## src/rtl/intr_pkg.sv

```systemverilog
`default_nettype none
// ============================================================================
// Module      : intr_pkg
// Description : Shared constants, sequencer state type and the one-hot to
//               index helper for the interrupt sequencer.
// Revision    : 1.0 - initial release
// ============================================================================
package intr_pkg;

    localparam int NUM_INTR    = 8;
    localparam int STACK_DEPTH = 8;
    localparam int IDX_W       = $clog2(NUM_INTR);

    typedef enum logic [1:0] {
        IDLE   = 2'd0,
        SAVE   = 2'd1,
        VECTOR = 2'd2,
        RETURN = 2'd3
    } intr_seq_state_t;

    // Binary index of the set bit of a one-hot vector (0 when the vector is 0).
    function automatic logic [IDX_W-1:0] onehot_to_idx(input logic [NUM_INTR-1:0] onehot);
        logic [IDX_W-1:0] idx;
        idx = '0;
        for (int i = 0; i < NUM_INTR; i++) begin
            if (onehot[i]) begin
                idx = idx | IDX_W'(i);
            end
        end
        return idx;
    endfunction

endpackage : intr_pkg
`default_nettype wire

```

## src/rtl/ret_stack.sv

```systemverilog
`default_nettype none
// ============================================================================
// Module      : ret_stack
// Description : LIFO of return addresses. Only the pointer is reset; the
//               storage array keeps whatever it held.
// Revision    : 1.0 - initial release
// ============================================================================
module ret_stack
    import intr_pkg::*;
#(
    parameter  int DEPTH  = STACK_DEPTH,
    parameter  int WIDTH  = 10,
    localparam int LVL_W  = $clog2(DEPTH + 1),
    localparam int ADDR_W = $clog2(DEPTH)
) (
    input  logic             clk,
    input  logic             reset,
    input  logic             push,
    input  logic             pop,
    input  logic [WIDTH-1:0] wdata,
    output logic [WIDTH-1:0] rdata,
    output logic             full,
    output logic             empty,
    output logic [LVL_W-1:0] level
);

    logic [LVL_W-1:0] ptr_q;
    logic [LVL_W-1:0] ptr_d;
    logic [WIDTH-1:0] mem_q [DEPTH];

    assign full  = (ptr_q == LVL_W'(DEPTH));
    assign empty = (ptr_q == '0);
    assign level = ptr_q;
    // Top of stack is the entry just below the pointer; read as 0 when empty.
    assign rdata = empty ? '0 : mem_q[ADDR_W'(ptr_q - LVL_W'(1))];

    // Pointer update; pushes into a full stack and pops from an empty one are ignored.
    always_comb begin
        ptr_d = ptr_q;
        if (push && !full) begin
            ptr_d = ptr_q + LVL_W'(1);
        end else if (pop && !empty) begin
            ptr_d = ptr_q - LVL_W'(1);
        end
    end

    // Pointer register, cleared by the asynchronous active-low reset.
    always_ff @(posedge clk or negedge reset) begin
        if (!reset) begin
            ptr_q <= '0;
        end else begin
            ptr_q <= ptr_d;
        end
    end

    // Storage write at the current pointer; storage is intentionally not reset.
    always_ff @(posedge clk) begin
        if (push && !full) begin
            mem_q[ADDR_W'(ptr_q)] <= wdata;
        end
    end

endmodule : ret_stack
`default_nettype wire

```

## src/rtl/intr_sequencer.sv

```systemverilog
`default_nettype none
// ============================================================================
// Module      : intr_sequencer
// Description : Decides at instruction boundaries whether to enter an
//               interrupt, saves/restores the return PC on a return stack and
//               pulses call_intr / s_return_intr / pc_load.
// Revision    : 1.0 - initial release
// ============================================================================
module intr_sequencer
    import intr_pkg::*;
#(
    parameter int              PC_W     = 10,
    parameter logic [PC_W-1:0] VEC_BASE = 10'h3F8
) (
    input  logic                clk,
    input  logic                reset,
    input  logic [NUM_INTR-1:0] min_bit_s,
    input  logic [NUM_INTR-1:0] min_bit_a,
    input  logic                intr_enable,
    input  logic                instr_boundary,
    input  logic [PC_W-1:0]     pc_current,
    input  logic                reti,
    output logic [NUM_INTR-1:0] call_intr,
    output logic [NUM_INTR-1:0] s_return_intr,
    output logic                pc_load,
    output logic [PC_W-1:0]     pc_next,
    output logic                stall,
    output logic [3:0]          nest_level,
    output logic                stack_err
);

    intr_seq_state_t     state_q, state_d;
    logic [NUM_INTR-1:0] cur_line_q, cur_line_d;
    logic [NUM_INTR-1:0] ret_line_q, ret_line_d;
    logic [PC_W-1:0]     save_pc_q, save_pc_d;
    logic                stack_err_q, stack_err_d;

    logic                stk_push;
    logic                stk_pop;
    logic                stk_full;
    logic                stk_empty;
    logic [PC_W-1:0]     stk_top;
    logic [3:0]          stk_level;
    logic                accept_req;
    logic [PC_W-1:0]     vector_addr;

    ret_stack #(
        .DEPTH (STACK_DEPTH),
        .WIDTH (PC_W)
    ) u_ret_stack (
        .clk   (clk),
        .reset (reset),
        .push  (stk_push),
        .pop   (stk_pop),
        .wdata (save_pc_q),
        .rdata (stk_top),
        .full  (stk_full),
        .empty (stk_empty),
        .level (stk_level)
    );

    // A request wins only if it is strictly higher priority (numerically smaller one-hot)
    // than the line already in service; equal priority never preempts.
    assign accept_req = intr_enable && instr_boundary && (min_bit_s != '0) &&
                        ((min_bit_a == '0) || (min_bit_s < min_bit_a));

    assign vector_addr = {VEC_BASE[PC_W-1:3], onehot_to_idx(cur_line_q)};

    // Next-state logic: reti has priority over an accept in IDLE.
    always_comb begin
        state_d     = state_q;
        cur_line_d  = cur_line_q;
        ret_line_d  = ret_line_q;
        save_pc_d   = save_pc_q;
        stack_err_d = stack_err_q;
        stk_push    = 1'b0;
        stk_pop     = 1'b0;
        case (state_q)
            IDLE: begin
                if (reti) begin
                    state_d    = RETURN;
                    ret_line_d = min_bit_a;
                end else if (accept_req) begin
                    if (stk_full) begin
                        stack_err_d = 1'b1;
                    end else begin
                        state_d    = SAVE;
                        cur_line_d = min_bit_s;
                        save_pc_d  = pc_current;
                    end
                end
            end
            SAVE: begin
                stk_push = 1'b1;
                state_d  = VECTOR;
            end
            VECTOR: begin
                state_d = IDLE;
            end
            RETURN: begin
                if (stk_empty) begin
                    stack_err_d = 1'b1;
                end else begin
                    stk_pop = 1'b1;
                end
                state_d = IDLE;
            end
            default: begin
                state_d = IDLE;
            end
        endcase
    end

    // Outputs decoded purely from state and registers, so no input reaches them combinationally.
    always_comb begin
        call_intr     = '0;
        s_return_intr = '0;
        pc_load       = 1'b0;
        pc_next       = '0;
        case (state_q)
            VECTOR: begin
                call_intr = cur_line_q;
                pc_load   = 1'b1;
                pc_next   = vector_addr;
            end
            RETURN: begin
                if (!stk_empty) begin
                    s_return_intr = ret_line_q;
                    pc_load       = 1'b1;
                    pc_next       = stk_top;
                end
            end
            default: begin
                call_intr = '0;
            end
        endcase
    end

    assign stall      = (state_q != IDLE);
    assign nest_level = stk_level;
    assign stack_err  = stack_err_q;

    // State and context registers; reset abandons any sequence in flight.
    always_ff @(posedge clk or negedge reset) begin
        if (!reset) begin
            state_q     <= IDLE;
            cur_line_q  <= '0;
            ret_line_q  <= '0;
            save_pc_q   <= '0;
            stack_err_q <= 1'b0;
        end else begin
            state_q     <= state_d;
            cur_line_q  <= cur_line_d;
            ret_line_q  <= ret_line_d;
            save_pc_q   <= save_pc_d;
            stack_err_q <= stack_err_d;
        end
    end

endmodule : intr_sequencer
`default_nettype wire

```

## config.mk

```make
export PLATFORM = sky130hd
export DESIGN_NAME = intr_sequencer
export DESIGN_NICKNAME = d
export VERILOG_FILES = /design/src/rtl/intr_pkg.sv /design/src/rtl/ret_stack.sv /design/src/rtl/intr_sequencer.sv
export SDC_FILE = /design/constraint.sdc
export NUM_CORES = 1
export LEC_CHECK = 0
export BUFFER_PORTS_ARGS = -buffer_cell sky130_fd_sc_hd__buf_2
export CAP_MARGIN = 5
export CORE_MARGIN = 2
export CORE_UTILIZATION = 45
export DETAILED_ROUTE_END_ITERATION = 10
export GPL_TIMING_DRIVEN = 0
export PLACE_DENSITY_LB_ADDON = 0.2
export RECOVER_POWER = 100
export SLEW_MARGIN = 0
export SYNTH_ARGS = -nofsm -noshare
export SYNTH_HDL_FRONTEND = slang
export SYNTH_SLANG_ARGS = --single-unit
```

## constraint.sdc

```tcl
create_clock -name clk -period 4 [get_ports clk]
set_input_delay 0.2 -clock clk [delete_from_list [all_inputs] [get_ports clk]]
set_output_delay 0.2 -clock clk [all_outputs]
set_load 0.02 [all_outputs]
```

==> results of run 1 <==
path summary, 6_finish.rpt:
| check | endpoint | slack (ns) | cells past startpoint |
|---|---|---|---|
| max | pc_next[0] | 0.36 | 9 |
| min | state_q[0]$_DFFE_PN0P_ | 0.18 | 5 |
| max reg2reg | u_ret_stack.mem_q[0][8]$_DFFE_PP_ | 0.44 | 8 |
| min reg2reg | stack_err$_DFFE_PN0P_ | 0.46 | 2 |
| max in group asynchronous | save_pc_q[0]$_DFFE_PN0P_ | 2.09 | 2 |
| min in group asynchronous | state_q[1]$_DFFE_PN0P_ | 0.78 | 2 |
layout by cell type, fill, tap and decap left out, types with 4 or more instances in the layout:
master	synthesis	layout
sky130_fd_sc_hd__clkbuf_1	6	34
sky130_fd_sc_hd__mux2_1	0	9
sky130_fd_sc_hd__nand2_1	8	8
sky130_fd_sc_hd__edfxtp_1	80	80
sky130_fd_sc_hd__mux2i_1	10	10
sky130_fd_sc_hd__and2_1	16	5
sky130_fd_sc_hd__clkbuf_16	0	16
sky130_fd_sc_hd__clkbuf_2	0	6
sky130_fd_sc_hd__mux2_2	16	16
sky130_fd_sc_hd__o21ai_0	10	10
sky130_fd_sc_hd__nor4_1	7	7
sky130_fd_sc_hd__nor3_1	5	5
sky130_fd_sc_hd__nand2b_1	4	4
sky130_fd_sc_hd__inv_1	14	14
sky130_fd_sc_hd__clkbuf_8	0	4
sky130_fd_sc_hd__dlygate4sd3_1	0	28
sky130_fd_sc_hd__dfrtp_1	33	33
sky130_fd_sc_hd__a21oi_1	6	6
sky130_fd_sc_hd__buf_2	3	45
sky130_fd_sc_hd__and2_0	0	11
sky130_fd_sc_hd__nor2_1	6	6
sky130_fd_sc_hd__ha_1	9	9
sky130_fd_sc_hd__mux4_2	20	20
worst register-to-register path: cells and delay by family (launching register included):
| family | cells | cell delay, ns |
|---|---|---|
| simple gates | 3 | 1.42 |
| buf+inv | 4 | 1.19 |
| flops | 1 | 0.37 |
| fa+ha+maj | 1 | 0.26 |
state kept, by name (all words and copies together), names as in the netlist:
name,cells
stack_err,1
u_ret_stack.mem_q,80
state_q,2
ret_line_q,8
cur_line_q,8
u_ret_stack.level,4
save_pc_q,10
final cells by class:
cell class                      count  area [um2]  area share, %
Buffer                             13       61.31         0.9996
Timing Repair Buffer               96       594.3          9.690
Clock buffer                       25       474.2          7.732
Sequential cell                   113        3228          52.63
Inverter                           14       52.55         0.8568
Multi-Input combinational cell    155        1514          24.68
Clock inverter                      7       33.78         0.5508
Tap cell                          140       175.2          2.856
stage by stage:
stage / setup TNS [ns] / hold WS, ns
floorplan: 0 / -0.09559
global placement: -7.186 / 0.3399
detailed placement: 0 / 0.3502
CTS: 0 / 0.2189
global route: 0 / 0.2041
finish: 0 / 0.1835
per-layer routing:
| metal | vias to the layer above | global-route usage [%] | routed length [um] |
|---|---|---|---|
| met2 | 80 | 30.01 | 5112 |
| met3 | 13 | 4.882 | 539 |
| met4 | 0 | 7.692 | 168 |
| met5 | - | 0 | 0 |
| li1 | 1388 | - | - |
| met1 | 1477 | 27.11 | 4759 |
logic make-up (layout without fill, tap and decap cells):
group	Yosys count	count (layout)	synth area share [%]
compound gates	31	31	4.389
xor+xnor	3	3	0.5359
simple gates	56	56	6.685
flops	113	113	65.83
buf+inv	27	155	2.296
mux	56	56	17.96
fa+ha+maj	9	9	2.297
power breakdown:
group          leakage [nW]  total [mW]  switching [mW]  internal, mW
clock network         0.248        1.26           0.467         0.797
registers              1.12        1.78           0.201          1.58
logic                 0.980        1.32           0.711         0.607
timing repair:
| item | CTS | global route |
|---|---|---|
| setup endpoints to repair | 8 | 0 |
| gates resized for setup | 3 | 0 |
| hold endpoints to repair | 61 | 0 |
| hold buffers | 28 | 0 |
==> impl_metrics.py, run 1 <==
metrics = {
    "run_status": {
        "status": "finished with violations",
        "failed_checks": "capacitance limit, slew limit",
    },
    "die": {
        "die_area_um2": 11750,
        "core_region_area_um2": 10750,
        "io_pins": 64,
        "dieWidth_um": 108.4,
        "floorplan.rows": 38,
        "initial_utilization_pct": 45.63,
        "floorplan.die.height_um": 108.4,
    },
    "drt": {
        "final_antenna_net_count": 0,
        "drcViolationCount": 0,
        "drt-initial-drc-count": 165,
        "num_vias": 2958,
        "dr.pass1.iters": 4,
        "drt-vias-per-instance": 5.254,
        "routedWlPerCell_um": 18.79,
        "drt-total-wl_um": 10580,
    },
    "layout": {
        "layout.filler_cells": 883,
        "finish.utilization_pct": 57.08,
        "final_cells": 563,
        "num-nets-final": 450,
        "num_antenna_cells": 0,
        "flow.area_growth_from_synthesis_pct": 25.08,
        "layout.cell_area.non_filler_um2": 6133,
        "drive_above_1_share_pct": 26.95,
    },
    "sta": {
        "post-route-worst-setup-slack_ns": 0.3584,
        "setup_viol": 0,
        "final.period_utilization_pct": 91.04,
        "rsz0062_at_grt": "false",
        "clock_skew_ns": 0.008829,
        "final_max_slew_viol_count": 34,
        "timing.max_slew.rel_slack_pct": -29.84,
        "final-hold-violation-count": 0,
        "tightestPinTransition_ns": 1.948,
        "max_freq_mhz": 274.6,
        "period_minus_slack_ns": 3.642,
    },
    "clock_network": {
        "clk_path_buf_depth": 2,
        "worstSkewPairLatency_ns": 0.50,
        "cts_root_buf": "sky130_fd_sc_hd__clkbuf_8",
        "cts.sinks": 113,
        "postCtsSetupBuffers": 0,
        "tritoncts.num_buffers": 17,
        "clock_tree_from_tritoncts": "built",
        "cts.clk_slew.worst_paths_ns": 0.06,
        "htree_num_levels": 4,
    },
    "critical_path": {
        "cp_data_required_time_ns": 3.80,
        "critical_setup_path_class": "register to primary output",
        "worstSetupEndpointType": "primary output",
        "crit_slowest_cell": "sky130_fd_sc_hd__clkbuf_1",
        "crit_path_frequent_cell": "sky130_fd_sc_hd__buf_2",
        "critPathMaxFanout": 10,
        "worstPathBufferInverterCount": 5,
        "worst_path_dominant_cell_family": "buffers and inverters",
        "critPathArrivalTime_ns": 3.44,
        "worstPathCellList": "buf_2 -> buf_2 -> inv_1 -> ha_1 -> clkbuf_1 -> mux4_2 -> mux2i_1 -> o22ai_1 -> clkbuf_2",
        "startpoint_type": "register",
        "worst_setup_path_startpoint": "u_ret_stack.level[0]$_DFFE_PN0P_",
        "cpPeakStageDelay_ns": 0.49,
        "crit-reg2reg-launch": "u_ret_stack.level[0]$_DFFE_PN0P_",
    },
    "grt": {
        "grt_overflow": 0,
        "antenna_found_initial": 0,
        "global_route_wire_length_before_repair_um": 16490,
        "grt_pass1_vias": 3005,
        "grt_max_degree": 34,
        "grt_use_total_pct": 19.58,
    },
    "logic_synthesis": {
        "postSynthAreaPerCell_um2": 16.62,
        "synth_commonest_cells": "sky130_fd_sc_hd__edfxtp_1 (80), sky130_fd_sc_hd__dfrtp_1 (33), sky130_fd_sc_hd__mux4_2 (20)",
        "synth_edf_count": 80,
        "synthMostInstantiatedCell": "sky130_fd_sc_hd__edfxtp_1",
        "synthArstFlopShare_pct": 29.20,
        "synthCells": 295,
        "synth_nets": 335,
        "post_synth_instance_area_um2": 4903,
        "synth-seq-area-share_pct": 65.83,
        "ys_dominant_reg_cell": "sky130_fd_sc_hd__edfxtp_1",
        "netlist-cell-type-count": 40,
        "synth_top_cell_area_share_pct": 48.99,
        "synth_largest_area_cell": "sky130_fd_sc_hd__edfxtp_1",
        "synth-warning-count": 0,
        "synthTopCellsByArea": "sky130_fd_sc_hd__edfxtp_1 (49%), sky130_fd_sc_hd__dfrtp_1 (17%), sky130_fd_sc_hd__mux4_2 (9.2%)",
        "synth-seq-cells": 113,
    },
    "hold_path": {
        "hold_start": "intr_enable",
        "timing.hold.worst.class": "input port to register",
    },
    "place": {
        "gpl.final_weighted_congestion": 0.7831,
        "post-place-ws_ns": 0.3706,
        "portBuffers": 63,
        "detailedPlacementHpwl_um": 6812,
        "placement.cell_area_um2": 5473,
        "placed_cells": 503,
    },
    "power_and_ir_drop": {
        "vdd_ir_drop_max_mv": 0.2888,
        "report.power.total_mw": 4.365,
        "power.density_cell_area_nw_per_um2": 711.7,
        "p_leak_nw": 2.348,
    },
    "flow_run": {
        "max_cap_viol_count": 1,
    },
}
Note: power is estimated with default switching activity, not from simulation.
==> run 2: changes to the inputs <==
--- a/config.mk
+++ b/config.mk
@@ -5,6 +5,7 @@
 export SDC_FILE = /design/constraint.sdc
 export NUM_CORES = 1
 export LEC_CHECK = 0
+export ABC_AREA = 1
 export BUFFER_PORTS_ARGS = -buffer_cell sky130_fd_sc_hd__buf_2
 export CAP_MARGIN = 5
 export CORE_MARGIN = 2
@@ -17,3 +18,4 @@
 export SYNTH_ARGS = -nofsm -noshare
 export SYNTH_HDL_FRONTEND = slang
 export SYNTH_SLANG_ARGS = --single-unit
+export TNS_END_PERCENT = 1
==> run 2 against run 1 <==
Effect of this change:
- the run still ends with capacitance limit, slew limit left
- clock-buffer cell count shrank 6
- area after synthesis rose by 3.9%
- core utilization is 1.6 points lower
- sequential share of layout area up 0.58 points
- total power rose by 13%
- sequential power hardly changed
- final cell count up 26%
- clock power increased by 21%
- synthesized cell count rose by 59%
- maximum frequency is 2.9% higher
- first-iteration DRC count is 81% higher
- flip-flop and latch count unchanged
- critical endpoint is now pc_next[2]
- largest cell class unchanged
- largest power group unchanged
- highest routed layer unchanged
==> impl_metrics.py, run 2 <==
metrics = {
    "logic_synthesis": {
        "synth_top_family_by_area": "simple AND/OR/NAND/NOR gates",
        "fraction_of_the_mapped_netlist_area_in_compound_gates_pct": 9.723,
        "post_synth_instance_area_um2": 5096,
        "synthMostInstantiatedCell": "sky130_fd_sc_hd__edfxtp_1",
        "netlist-cell-type-count": 34,
        "synth-seq-area-share_pct": 63.34,
        "synth_nets": 510,
        "synth-simple-area-share_pct": 17.51,
        "synth_commonest_cells": "sky130_fd_sc_hd__edfxtp_1 (80), sky130_fd_sc_hd__nand2_1 (77), sky130_fd_sc_hd__nor2_1 (69)",
        "synth_largest_area_cell": "sky130_fd_sc_hd__edfxtp_1",
        "post_synth_xor_area_fraction_pct": 0.6875,
        "synth_top_cell_area_share_pct": 47.14,
        "postSynthAreaPerCell_um2": 10.84,
        "synthArstFlopShare_pct": 29.20,
        "synth_edf_count": 80,
        "synth.mux.area_fraction_pct": 0,
        "synthTopCellsByArea": "sky130_fd_sc_hd__edfxtp_1 (47%), sky130_fd_sc_hd__dfrtp_1 (16%), sky130_fd_sc_hd__nand2_1 (5.7%)",
        "synth-warning-count": 0,
        "ys_dominant_reg_cell": "sky130_fd_sc_hd__edfxtp_1",
        "synthCells": 470,
        "synth-seq-cells": 113,
        "yosys.area_share.adder_pct": 2.210,
    },
    "grt": {
        "antenna_found_initial": 0,
        "global_route_wire_length_before_repair_um": 19700,
        "grt_max_degree": 34,
        "gr_met3_demand_resource_pct": 5.818,
        "grtUsageMet1_pct": 26.34,
        "grt_overflow": 0,
        "grt_pass1_vias": 3809,
        "grt_util_met2_pct": 33.62,
        "grt_use_total_pct": 20.80,
        "grt-busiest-layer": "met2",
    },
    "layout": {
        "flow.area_growth_from_synthesis_pct": 19.05,
        "drive_above_1_share_pct": 15.17,
        "num_antenna_cells": 0,
        "num-nets-final": 594,
        "largest_register": "u_ret_stack.mem_q",
        "reg_top3": "u_ret_stack.mem_q (80), save_pc_q (10)",
        "most-common-layout-cells": "sky130_fd_sc_hd__nand2_1 (80), sky130_fd_sc_hd__edfxtp_1 (80), sky130_fd_sc_hd__nor2_1 (73), sky130_fd_sc_hd__o21ai_0 (47), sky130_fd_sc_hd__buf_2 (45)",
        "largest_register_ff_count": 80,
        "finish.utilization_pct": 55.48,
        "layout.cell_area.non_filler_um2": 6067,
    },
    "sta": {
        "timing.max_slew.rel_slack_pct": -20.77,
        "final.period_utilization_pct": 88.47,
        "final_max_slew_viol_count": 34,
        "max_freq_mhz": 282.6,
        "rsz0062_at_grt": "false",
        "tightestPinTransition_ns": 1.812,
        "setup_viol": 0,
        "setup_total_negative_slack_ns": 0,
        "period_minus_slack_ns": 3.539,
        "final-hold-violation-count": 0,
        "clock_skew_ns": 0.005396,
    },
    "die": {
        "io_pins": 64,
        "floorplan.die.height_um": 110.4,
        "initial_utilization_pct": 46.60,
        "floorplan.rows": 38,
        "die_area_um2": 12190,
        "core_region_area_um2": 10940,
        "dieWidth_um": 110.4,
    },
    "power_and_ir_drop": {
        "share_clk_of_total_power_pct": 31.0,
        "part_of_the_power_in_registers_pct": 35.7,
        "cellInternalPower_mw": 3.036,
        "combinationalPowerShare_pct": 33.3,
        "vdd_ir_drop_max_mv": 0.3410,
        "report.power.total_mw": 4.915,
        "netSwitchingPower_mw": 1.878,
        "sw_frac_of_total_pct": 38.21,
        "p_leak_nw": 2.474,
        "power.density_cell_area_nw_per_um2": 810.0,
    },
    "clock_network": {
        "htree_num_levels": 4,
        "cts_repair_resize_count": 0,
        "cts_root_buf": "sky130_fd_sc_hd__clkbuf_16",
        "clock_tree_from_tritoncts": "built",
        "cts.clk_slew.worst_paths_ns": 0.05,
        "clk_path_buf_depth": 2,
        "tritoncts.num_buffers": 17,
        "cts.sinks": 113,
        "worstSkewPairLatency_ns": 0.41,
    },
    "place": {
        "portBuffers": 63,
        "detailedPlacementHpwl_um": 8035,
        "gpl.final_weighted_congestion": 0.8390,
        "placement.cell_area_um2": 5603,
    },
    "run_status": {
        "status": "finished with violations",
        "failed_checks": "capacitance limit, slew limit",
    },
    "critical_path": {
        "worstSetupEndpointType": "primary output",
        "startpoint_type": "register",
        "critPathMaxFanout": 10,
        "cp_data_required_time_ns": 3.80,
        "critical_setup_path_class": "register to primary output",
        "critPathArrivalTime_ns": 3.34,
    },
    "drt": {
        "drcViolationCount": 0,
        "dr.pass1.iters": 5,
        "drt-initial-drc-count": 299,
        "routedWlPerCell_um": 17.21,
        "drt-total-wl_um": 12170,
        "num_vias": 3828,
        "final_antenna_net_count": 0,
        "drt-vias-per-instance": 5.414,
    },
    "hold_path": {
        "timing.hold.worst.class": "input port to register",
    },
    "flow_run": {
        "max_cap_viol_count": 1,
    },
}
run 2: cell types whose count changed after synthesis, moves of 16 or more:
cell	before	now
sky130_fd_sc_hd__nor2_1	6	69
sky130_fd_sc_hd__inv_1	14	33
sky130_fd_sc_hd__o21ai_0	10	42
sky130_fd_sc_hd__mux2_2	16	0
sky130_fd_sc_hd__nand2_1	8	77
sky130_fd_sc_hd__nand4_1	1	18
sky130_fd_sc_hd__and2_1	16	0
sky130_fd_sc_hd__o221ai_1	0	19
sky130_fd_sc_hd__mux4_2	20	0
run 2: stage by stage:
| stage | worst slack (ns) | cells | hold WS [ns] |
|---|---|---|---|
| after floorplan | 1.399 | 470 | -0.09559 |
| after detailed placement | 1.154 | 674 | 0.3177 |
| after global routing | 0.3134 | 707 | 0.04788 |
| final | 0.4611 | 707 | 0.04138 |
| after global placement | 0.7175 | 673 | 0.3126 |
| after CTS | 0.7540 | 707 | 0.02722 |
run 2: cell type report:
class	instances	area, um2
inverter	43	163.9
tap	140	175.2
clock buffer	19	432.9
fill	990	4868
sequential	113	3228
clock inverter	13	158.9
buffer	25	156.4
multi-input combinational	289	1458
timing repair buffer	65	294.0
run 2: metal layers:
| metal | wire [um] | up-vias |
|---|---|---|
| met4 | 205 | 0 |
| li1 | - | 1820 |
| met3 | 643 | 18 |
| met2 | 5919 | 147 |
| met5 | 0 | - |
| met1 | 5403 | 1843 |
run 2: path summary, 6_finish.rpt:
kind,start,to,slack (ns),cells after the start
setup reg to reg,u_ret_stack.level[0]$_DFFE_PN0P_,u_ret_stack.level[3]$_DFFE_PN0P_,0.79,11
max in group asynchronous,reset,save_pc_q[1]$_DFFE_PN0P_,2.14,2
setup / recovery,u_ret_stack.level[0]$_DFFE_PN0P_,pc_next[2],0.46,11
hold reg to reg,stack_err$_DFFE_PN0P_,stack_err$_DFFE_PN0P_,0.46,2
hold / removal,min_bit_a[7],ret_line_q[7]$_DFFE_PN0P_,0.04,3
min in group asynchronous,reset,ret_line_q[5]$_DFFE_PN0P_,0.81,2
run 2: power by group through the flow:
stage                     sequential (mW)  combinational (mW)  clock (mW)
after global routing                 1.79                1.80        1.59
final                                1.76                1.64        1.52
after floorplan                      1.73                1.14           0
after global placement               1.77                1.65           0
after detailed placement             1.78                1.68           0
after CTS                            1.76                1.69        1.53
run 2: repair_timing:
action | CTS | global route
hold buffers | 1 | 0
setup endpoints to repair | 0 | 0
buffers inserted | 0 | 0
hold endpoints to repair | 33 | 0
run 2: cells by family (layout without fill, tap and decap cells):
| logic type | Yosys count | in the layout |
|---|---|---|
| compound gates | 82 | 82 |
| buf+inv | 68 | 165 |
| xor+xnor | 4 | 4 |
| fa+ha+maj | 9 | 9 |
| flops | 113 | 113 |
| simple gates | 194 | 194 |
run 2: worst max-delay path, cell delays in order (launching register included):
cell and delay [ns]:
sky130_fd_sc_hd__dfrtp_1 0.39, sky130_fd_sc_hd__buf_2 0.17, sky130_fd_sc_hd__inv_2 0.11, sky130_fd_sc_hd__clkbuf_1 0.45, sky130_fd_sc_hd__ha_1 0.38, sky130_fd_sc_hd__inv_1 0.09, sky130_fd_sc_hd__clkbuf_1 0.40, sky130_fd_sc_hd__o21ai_0 0.20
sky130_fd_sc_hd__o221ai_1 0.22, sky130_fd_sc_hd__nand3_1 0.17, sky130_fd_sc_hd__o21ai_0 0.15, sky130_fd_sc_hd__buf_2 0.20
